--- src/rtl/nn_seq_ctrl.sv ---
// nn_seq_ctrl: time-multiplexed sequencer for a 4-8-1 feed-forward network.
// A single multiply-accumulate unit steps through the 32 hidden-layer products
// and then the 8 output-layer products, with a start/busy/done handshake.
// Optional feature macro: NN_SEQ_WLOAD_EN makes the 40-entry weight file
// writable while IDLE. Without it, the weights are a constant table.
module nn_seq_ctrl #(
    parameter int XW = 4,
    parameter int HW = 10,
    parameter int YW = 23
) (
    input  logic              clk_i,
    input  logic              rst_i,
    input  logic              start_i,
    input  logic [4*XW-1:0]   x_i,
    input  logic              wr_en_i,
    input  logic [5:0]        wr_addr_i,
    input  logic [3:0]        wr_data_i,
    output logic              busy_o,
    output logic              done_o,
    output logic [YW-1:0]     y_o,
    output logic [2:0]        state_o
);

    typedef enum logic [2:0] {
        IDLE = 3'd0,
        HID  = 3'd1,
        OUT  = 3'd2,
        DONE = 3'd3
    } state_t;

    // Default weights, one nibble per address; address 0 in the low nibble.
    // Top 8 nibbles are the output weights 8..1, then hidden neurons n7..n0
    // (each neuron's w3 in its high nibble).
    localparam logic [159:0] DEF_W =
        160'h87654321_7658_6587_5876_8765_3214_1243_1432_4321;

    state_t             state_reg, state_next;
    logic [4*XW-1:0]    x_reg;
    logic [YW-1:0]      acc_reg;
    logic [YW-1:0]      y_reg;
    logic [2:0]         n_reg;
    logic [1:0]         k_reg;
    logic [2:0]         j_reg;
    logic [HW-1:0]      h_reg [0:7];

    logic [5:0]         w_addr;
    logic [3:0]         w_rd;
    logic [YW-1:0]      mac_a;
    logic [YW-1:0]      prod;
    logic [YW-1:0]      acc_sum;

    // Select the MAC operands: features during HID, hidden activations during OUT.
    always_comb begin
        w_addr = {1'b0, n_reg, k_reg};
        mac_a  = YW'(x_reg[k_reg*XW +: XW]);
        if (state_reg == OUT) begin
            w_addr = 6'd32 + {3'd0, j_reg};
            mac_a  = YW'(h_reg[j_reg]);
        end
    end

`ifdef NN_SEQ_WLOAD_EN
    logic [3:0] w_reg [0:39];

    // Writable weight file; writes are only honoured while IDLE and in range.
    always_ff @(posedge clk_i) begin
        if (rst_i) begin
            for (int i = 0; i < 40; i++) begin
                w_reg[i] <= DEF_W[i*4 +: 4];
            end
        end else if (wr_en_i && (state_reg == IDLE) && (wr_addr_i < 6'd40)) begin
            w_reg[wr_addr_i] <= wr_data_i;
        end
    end

    assign w_rd = (w_addr < 6'd40) ? w_reg[w_addr] : 4'd0;
`else
    logic [7:0] w_bit;
    logic       unused_wr;

    // Constant weight table; the write port exists only for pin compatibility.
    assign w_bit     = {w_addr, 2'b00};
    assign w_rd      = DEF_W[w_bit +: 4];
    assign unused_wr = ^{wr_en_i, wr_addr_i, wr_data_i};
`endif

    assign prod    = mac_a * YW'(w_rd);
    assign acc_sum = acc_reg + prod;

    // State register; reset wins over start.
    always_ff @(posedge clk_i) begin
        if (rst_i) begin
            state_reg <= IDLE;
        end else begin
            state_reg <= state_next;
        end
    end

    // Next-state and handshake outputs; stray encodings fall back to IDLE.
    always_comb begin
        state_next = IDLE;
        busy_o     = 1'b0;
        done_o     = 1'b0;
        case (state_reg)
            IDLE: begin
                state_next = start_i ? HID : IDLE;
            end
            HID: begin
                busy_o     = 1'b1;
                state_next = ((n_reg == 3'd7) && (k_reg == 2'd3)) ? OUT : HID;
            end
            OUT: begin
                busy_o     = 1'b1;
                state_next = (j_reg == 3'd7) ? DONE : OUT;
            end
            DONE: begin
                done_o     = 1'b1;
                state_next = IDLE;
            end
            default: begin
                state_next = IDLE;
            end
        endcase
    end

    // Datapath: capture inputs, accumulate products, store hidden and final results.
    always_ff @(posedge clk_i) begin
        if (rst_i) begin
            x_reg   <= '0;
            acc_reg <= '0;
            y_reg   <= '0;
            n_reg   <= '0;
            k_reg   <= '0;
            j_reg   <= '0;
            for (int i = 0; i < 8; i++) begin
                h_reg[i] <= '0;
            end
        end else begin
            case (state_reg)
                IDLE: begin
                    if (start_i) begin
                        x_reg   <= x_i;
                        acc_reg <= '0;
                        n_reg   <= '0;
                        k_reg   <= '0;
                        j_reg   <= '0;
                    end
                end
                HID: begin
                    if (k_reg == 2'd3) begin
                        h_reg[n_reg] <= acc_sum[HW-1:0];
                        acc_reg      <= '0;
                        n_reg        <= n_reg + 3'd1;
                        k_reg        <= '0;
                    end else begin
                        acc_reg <= acc_sum;
                        k_reg   <= k_reg + 2'd1;
                    end
                end
                OUT: begin
                    j_reg <= j_reg + 3'd1;
                    if (j_reg == 3'd7) begin
                        y_reg   <= acc_sum;
                        acc_reg <= '0;
                    end else begin
                        acc_reg <= acc_sum;
                    end
                end
                default: begin
                end
            endcase
        end
    end

    assign y_o     = y_reg;
    assign state_o = state_reg;

endmodule
--- config.mk ---
export PLATFORM = sky130hd
export DESIGN_NAME = nn_seq_ctrl
export DESIGN_NICKNAME = d
export VERILOG_FILES = /design/src/rtl/nn_seq_ctrl.sv
export SDC_FILE = /design/constraint.sdc
export NUM_CORES = 1
export LEC_CHECK = 0
export CAP_MARGIN = 25
export CORE_MARGIN = 1.5
export CORE_UTILIZATION = 30
export CTS_CLUSTER_SIZE = 28
export DETAILED_ROUTE_END_ITERATION = 12
export SYNTH_ARGS = -nofsm -noshare
export SYNTH_HDL_FRONTEND = slang
export SYNTH_SLANG_ARGS = --single-unit
--- constraint.sdc ---
create_clock -name clk_i -period 6.38 [get_ports clk_i]
set_input_delay 1.914 -clock clk_i [delete_from_list [all_inputs] [get_ports clk_i]]
set_output_delay 1.914 -clock clk_i [all_outputs]
set_load 0.01 [all_outputs]
==> results of run 1 <==
## per-layer routing
metal	routed length (um)	vias up	track usage
li1	-	3119	-
met1	9670	3066	0.188
met2	9920	156	0.235
met3	844	29	0.0223
met4	422	0	0.0463
met5	0	-	0
## area by class of cell
type                    instances  area [um2]  share of cell area
inverters                      64         240              0.0233
clock inverters                15         155              0.0150
well taps                     384         480              0.0466
multi-input cells             611        4490               0.436
repair buffers                 66         616              0.0597
flip-flops and latches        155        3910               0.379
clock buffers                  17         425              0.0412
## Yosys cell counts, drive strengths merged (13+ instances only)
library cell	count
nor2	164
nand2	101
edfxtp	80
dfxtp	75
inv	64
a21oi	44
ha	42
clkbuf	33
fa	27
mux4	25
o21ai	24
buf	16
nand3	16
a211oi	13
mux2i	13
## power by group through the flow
stage               sequential (mW)  combinational [mW]  clock, mW
floorplan                      1.10              0.0805          0
global placement               1.11               0.126          0
detailed placement             1.11               0.128          0
CTS                            1.08               0.128       1.00
global route                   1.09               0.139       1.05
finish                         1.08               0.127      0.993
## cell families after synthesis
group / Yosys count
flops: 155
xor+xnor: 16
buf+inv: 113
fa+ha+maj: 69
compound gates: 144
mux: 45
simple gates: 336
other cells: 1
## stage by stage
step | TNS [ns] | std cells | hold WS [ns] | worst slack (ns)
3_5_place_dp | 0 | 1277 | 0.445 | 0.148
2_1_floorplan | 0 | 879 | 0.425 | 0.363
5_1_grt | -0.000771 | 1312 | 0.466 | -0.000771
6_report | 0 | 1312 | 0.454 | 0.303
3_3_place_gp | 0 | 1277 | 0.438 | 0.266
4_1_cts | 0 | 1309 | 0.455 | 0.132
## what timing repair did
action,in CTS,in global routing
hold buffers,0,0
gates resized for setup,0,5
hold endpoints to repair,0,0
setup buffers,0,3
setup endpoints to repair,0,35
## cell usage in the layout (no fill, tap or decap), types with 6 or more instances in the layout
| master | Yosys | final |
|---|---|---|
| clkbuf_16 | 0 | 17 |
| mux2_2 | 7 | 7 |
| a2bb2oi_1 | 6 | 6 |
| o21a_1 | 7 | 7 |
| inv_1 | 63 | 63 |
| dfxtp_1 | 75 | 74 |
| fa_1 | 27 | 27 |
| clkdlybuf4s50_1 | 0 | 44 |
| nor3_1 | 10 | 10 |
| edfxtp_1 | 80 | 80 |
| nand2b_1 | 7 | 7 |
| nand3_1 | 16 | 16 |
| buf_4 | 2 | 20 |
| xor2_1 | 11 | 11 |
| o21ai_0 | 16 | 16 |
| nand2_1 | 101 | 101 |
| nor2_1 | 164 | 164 |
| mux2i_1 | 13 | 13 |
| mux4_2 | 25 | 25 |
| a21o_1 | 10 | 10 |
| a21oi_1 | 40 | 40 |
| a211oi_1 | 13 | 13 |
| ha_1 | 42 | 42 |
| a32oi_1 | 7 | 7 |
| o21ai_1 | 7 | 6 |
## critical path, delay by kind of cell (launching register included)
family	cells	cell delay (ns)
multiplexers	2	0.80
AND/OR/NAND/NOR	4	0.69
adder cells (fa/ha/maj)	6	2.35
flip-flops	1	0.40
AO/OA/AOI/OAI	5	1.20
buffers and inverters	5	0.52
## how the worst max path moves through the flow
stage | from | endpoint | slack, ns | cells after the start
2_1_floorplan | state_o[0] | acc_reg[15] | 0.36 | 22
3_3_place_gp | state_o[1] | acc_reg[6] | 0.27 | 20
3_5_place_dp | state_o[0] | acc_reg[6] | 0.15 | 22
4_1_cts | state_o[0] | acc_reg[6] | 0.13 | 22
5_1_grt | state_o[0] | acc_reg[15] | -0.0008 | 22
6_report | state_o[0] | acc_reg[15] | 0.30 | 22
==> impl_results.md, run 1 <==
* Area contributors post-synth: edfxtp_1 (27%), dfxtp_1 (17%), nor2_1 (7.0%)
* Setup CP Type: reg -> reg
* Worst R2R Start: state_o[0]
* Vias per cell at 4.86
* Tmin final at 6.08 ns
* Critical Path Start Type: flop
* Design Power at 2.20 mW
* Pin count of the biggest net entering global routing at 70
* Synth-to-Final Area Change at 16.9%
* Fmax at 165 MHz
* Post-Route WL at 20,900 um
* Post-synthesis xor/xnor area fraction at 0.0167
* Final instance area at 10,300 um2
* Number of flip-flops in the largest register at 80
* Synth warn at 0
* Nets at 1,014
* Final setup fails at 0
* Reg power frac at 0.492
* I/O Pins at 58
* Worst setup EP type: flop
* Post-Synth Adder-Cell Area at 0.121
* Via Count at 6,370
* Worst Path Required at 6.70 ns
* Post-synthesis instance total at 879
* HP Start: acc_reg[12]
* Post-Syn Area at 8820 um2
* Count of final hold-check violations at 0
* Number of flops mapped to enable cells by yosys at 80
* CP dominant cell by count: inv_1
* Total power per unit cell area at 214 nW/um2
* Layout fillers at 2,938
* Sequential share of the synthesized area at 0.443
* Final period util at 0.952
* Yosys top cell area share at 0.272
* First-pass GRT wire length at 33,900 um
* Worst-margin pin slew at 0.996 ns
* Avg Synthesized Cell Area at 10.0 um2
* Ys async rst share at 0
* Total track usage at 0.142
* Cell with the largest stage delay on the worst path: fa_1
* Vias in the first global route at 6,390
* Routed Antenna Nets at 0
* Layout cells sized above 1 at 0.115
* Worst Hold Class: reg -> reg
* Relative slew slack at 0.334
* Bufs on Longest Clock Path at 2
* Largest family of logic cells by synthesized area: simple AND/OR/NAND/NOR gates
* Clock latency on the worst-skew pair at 0.43 ns
* MaxCap Viol Count at 0
* Die area at 30,400 um2
* H-tree levels at 4
* Final Skew at 0.0111 ns
* Placed Area at 9670 um2
* Final core utilization at 0.357
* Antenna violations before repair at 0
* Crit path DAT at 6.39 ns
* Pint at 1.64 mW
* NetSw at 0.565 mW
* Global route total overflow at 0
* DRT Pass-1 Iters at 6
* Row count at 62
* R2R depth at 22
* # diodes at 0
* Comb pwr share at 0.058
* Routed wire per std cell at 15.9 um
* GP Congestion at 0.831
* Die width at 174 um
* Number of synthesized register bits at 155
* Slew Limit Fails at 0
* Core box area at 28,900 um2
* Netlist cell types at 69
* Outcome: completed
* Area leader, netlist: edfxtp_1
* Root Driver: clkbuf_16
* Drt drc at 0
* Crit path max fanout at 8
* Worst Hold End: acc_reg[12]
* Syn nets at 978
* Compound-Gate Fraction of Synth Area at 0.119
* Crit path cell chain: inv_1, ha_1, mux2_2, inv_1, ha_1, mux4_2, nor3b_1, a41oi_2, buf_4, nor2_1, fa_1, fa_1, inv_1, fa_1, inv_1, ha_1, a21o_1, or2_4, o21ai_4, a21oi_1, and3_1, a311o_1
* Mux cell area share after synthesis at 0.0875
* 1st-iter DRT viols at 502
* DP Wirelength at 14,700 um
* IO Port Bufs at 45
* Hold depth at 2
* Clk pwr share at 0.451
* CTS Buf Count at 17
* Die Span Y at 174 um
* Clock-pin slew on the worst setup and hold paths at 0.07 ns
* Synth Flop Type: edfxtp_1
* Leakage at 3.79 nW
* Peak VDD IR at 168 uV
* Reg2Reg Setup Slack at 0.30 ns
* Num Clock Sinks at 155
* CTS tree: built
* Starting Density at 0.306
* Synth Area in Simple Gates at 0.162
* Slowest stage delay, CP at 0.55 ns
* RR Endpoint: acc_reg[15]
* Switching share of power at 0.256
Power figures use the tool's default switching activity.
==> run 2: changes to the inputs <==
--- a/config.mk
+++ b/config.mk
@@ -10,6 +10,7 @@
 export CORE_UTILIZATION = 30
 export CTS_CLUSTER_SIZE = 28
 export DETAILED_ROUTE_END_ITERATION = 12
+export SETUP_SLACK_MARGIN = 0.05
 export SYNTH_ARGS = -nofsm -noshare
 export SYNTH_HDL_FRONTEND = slang
 export SYNTH_SLANG_ARGS = --single-unit
==> run 2 against run 1 <==
Against the previous run:
- final cell count is the same
- routed wire length down 0.17%
- register-to-register slack better by 0.098 ns
- critical path depth is 2 lower
- critical endpoint is now y_o[12]
- largest cell class unchanged
- largest power group unchanged
==> impl_results.md, run 2 (synthesis gave the netlist of run 1 again) <==
* Outcome: completed
* Num Clock Sinks at 155 (unchanged)
* GP Congestion at 0.831 (unchanged)
* Crit path DAT at 6.30 ns (-0.09 ns)
* Comb pwr share at 0.058 (about the same)
* Routed wire per std cell at 15.9 um (-0.17%)
* Finished Layout Cells at 1,312 (unchanged)
* DP Wirelength at 14,700 um (unchanged)
* Setup_tns at 0 ns (unchanged)
* Starting Density at 0.306 (unchanged)
* Global route total overflow at 0 (unchanged)
* Tmin final at 5.98 ns (-0.0977 ns)
* Leakage at 3.79 nW (about the same)
* NetSw at 0.563 mW (-0.24%)
* Clock latency on the worst-skew pair at 0.43 ns (about the same)
* Final Skew at 0.0103 ns (-0.000768 ns)
* Pint at 1.64 mW (about the same)
* Switching share of power at 0.256 (-0.000454)
* Clk pwr share at 0.450 (about the same)
* Reg power frac at 0.492 (about the same)
* Vias per cell at 4.86 (unchanged)
* Layout cells sized above 1 at 0.114 (-0.00108)
* Via Count at 6,370 (unchanged)
* H-tree levels at 4 (unchanged)
* Final setup fails at 0 (unchanged)
* Final period util at 0.937 (-0.0153)
* Total track usage at 0.142 (unchanged)
* Critical Path Start Type: flop
* IO Port Bufs at 45 (unchanged)
* Worst Hold Class: reg -> reg
* Fmax at 167 MHz (+1.6%)
* # diodes at 0 (unchanged)
* Post-place setup slack at 0.148 ns (unchanged)
* Unrepaired setup endpoints after global routing: true
* Core box area at 28,900 um2 (unchanged)
* Most frequent cells in the layout: nor2_1 (164), nand2_1 (100), edfxtp_1 (80)
* Nets at 1,014 (unchanged)
* I/O Pins at 58 (unchanged)
* Setup CP Type: reg -> reg
* CTS Buf Count at 17 (unchanged)
* Most common cell after layout, fill and taps aside: nor2_1
* Worst setup margin at 0.401 ns (+0.0977 ns)
* Number of flip-flops in the largest register at 80 (unchanged)
* Routed Antenna Nets at 0 (unchanged)
* Row count at 62 (unchanged)
* Final core utilization at 0.357 (about the same)
* Synth-to-Final Area Change at 16.9% (about the same)
* Die width at 174 um (unchanged)
* Die area at 30,400 um2 (unchanged)
* Root Driver: clkbuf_16
* Total power per unit cell area at 214 nW/um2 (about the same)
* Vias in the first global route at 6,390 (unchanged)
* CTS tree: built
* Drt drc at 0 (unchanged)
* Hold_buf cts at 0 (unchanged)
* Die Span Y at 174 um (unchanged)
* First-pass GRT wire length at 33,900 um (unchanged)
* MaxCap Viol Count at 0 (unchanged)
* Antenna violations before repair at 0 (unchanged)
* Worst setup EP type: flop
* Design Power at 2.20 mW (about the same)
* Placed cell count at 1,277 (unchanged)
* Worst-margin pin slew at 0.981 ns (-0.0157 ns)
* Worst Path Required at 6.70 ns (about the same)
* Layout fillers at 2,938 (unchanged)
* 1st-iter DRT viols at 498 (-0.80%)
* Slew Limit Fails at 0 (unchanged)
* Relative slew slack at 0.345 (+0.0105)
* Count of final hold-check violations at 0 (unchanged)
* Post-Route WL at 20,800 um (-0.17%)
* Crit path max fanout at 7 (-1)
* Bufs on Longest Clock Path at 2 (unchanged)
* Pin count of the biggest net entering global routing at 70 (unchanged)
* DRT Pass-1 Iters at 6 (unchanged)
* Clock-pin slew on the worst setup and hold paths at 0.07 ns (about the same)
* Peak VDD IR at 169 uV (+0.47%)
[run 2: worst paths after layout]
path	startpoint	endpoint	slack, ns	cells past startpoint
worst min register to register	acc_reg[12]	acc_reg[12]	0.45	2
worst max-delay path	state_o[1]	y_o[12]	0.40	20
worst max register to register	state_o[1]	y_o[12]	0.40	20
worst min-delay path	acc_reg[12]	acc_reg[12]	0.45	2
[run 2: final cells by class]
| type | instances | area [um2] | area share |
|---|---|---|---|
| repair buffers | 66 | 616 | 0.0597 |
| flip-flops and latches | 155 | 3900 | 0.379 |
| multi-input cells | 611 | 4490 | 0.436 |
| inverters | 64 | 240 | 0.0233 |
| well taps | 384 | 480 | 0.0466 |
| clock buffers | 17 | 425 | 0.0413 |
| clock inverters | 15 | 155 | 0.0150 |
[run 2: routing by layer]
layer / wire length, um / global-route usage / share of wire
met1: 9540 / 0.188 / 0.46
met2: 9990 / 0.235 / 0.48
met3: 869 / 0.0223 / 0.042
met4: 415 / 0.0463 / 0.020
met5: 0 / 0 / 0
[run 2: what timing repair did]
action / in CTS / in global routing
resized for setup: 0 / 4
setup buffers: 0 / 3
setup endpoints to repair: 0 / 39
[run 2: per-stage QoR]
stage	hold WS, ns	instance area (um2)
3_5_place_dp	0.445	9670
2_1_floorplan	0.425	8820
3_3_place_gp	0.438	9670
4_1_cts	0.455	10300
6_report	0.453	10300
5_1_grt	0.466	10300
[run 2: critical path, stage by stage, from the launching register on]
cell	delay, ns
dfxtp_1	0.48
ha_1	0.24
mux2_2	0.41
ha_1	0.27
mux4_2	0.48
nor3b_1	0.16
a41oi_2	0.16
buf_4	0.17
nor2_1	0.07
fa_1	0.53
fa_1	0.54
inv_1	0.06
fa_1	0.51
inv_1	0.04
ha_1	0.38
a21o_1	0.22
a21oi_2	0.28
nand2_2	0.19
a221oi_2	0.37
mux2i_1	0.13
a31o_1	0.19
[run 2: power groups by stage]
stage / Clock, mW / Combinational (mW) / Sequential (mW)
after floorplan: 0 / 0.0805 / 1.10
after global placement: 0 / 0.126 / 1.11
after detailed placement: 0 / 0.128 / 1.11
after CTS: 1.00 / 0.128 / 1.08
after global routing: 1.05 / 0.139 / 1.09
final: 0.992 / 0.127 / 1.08
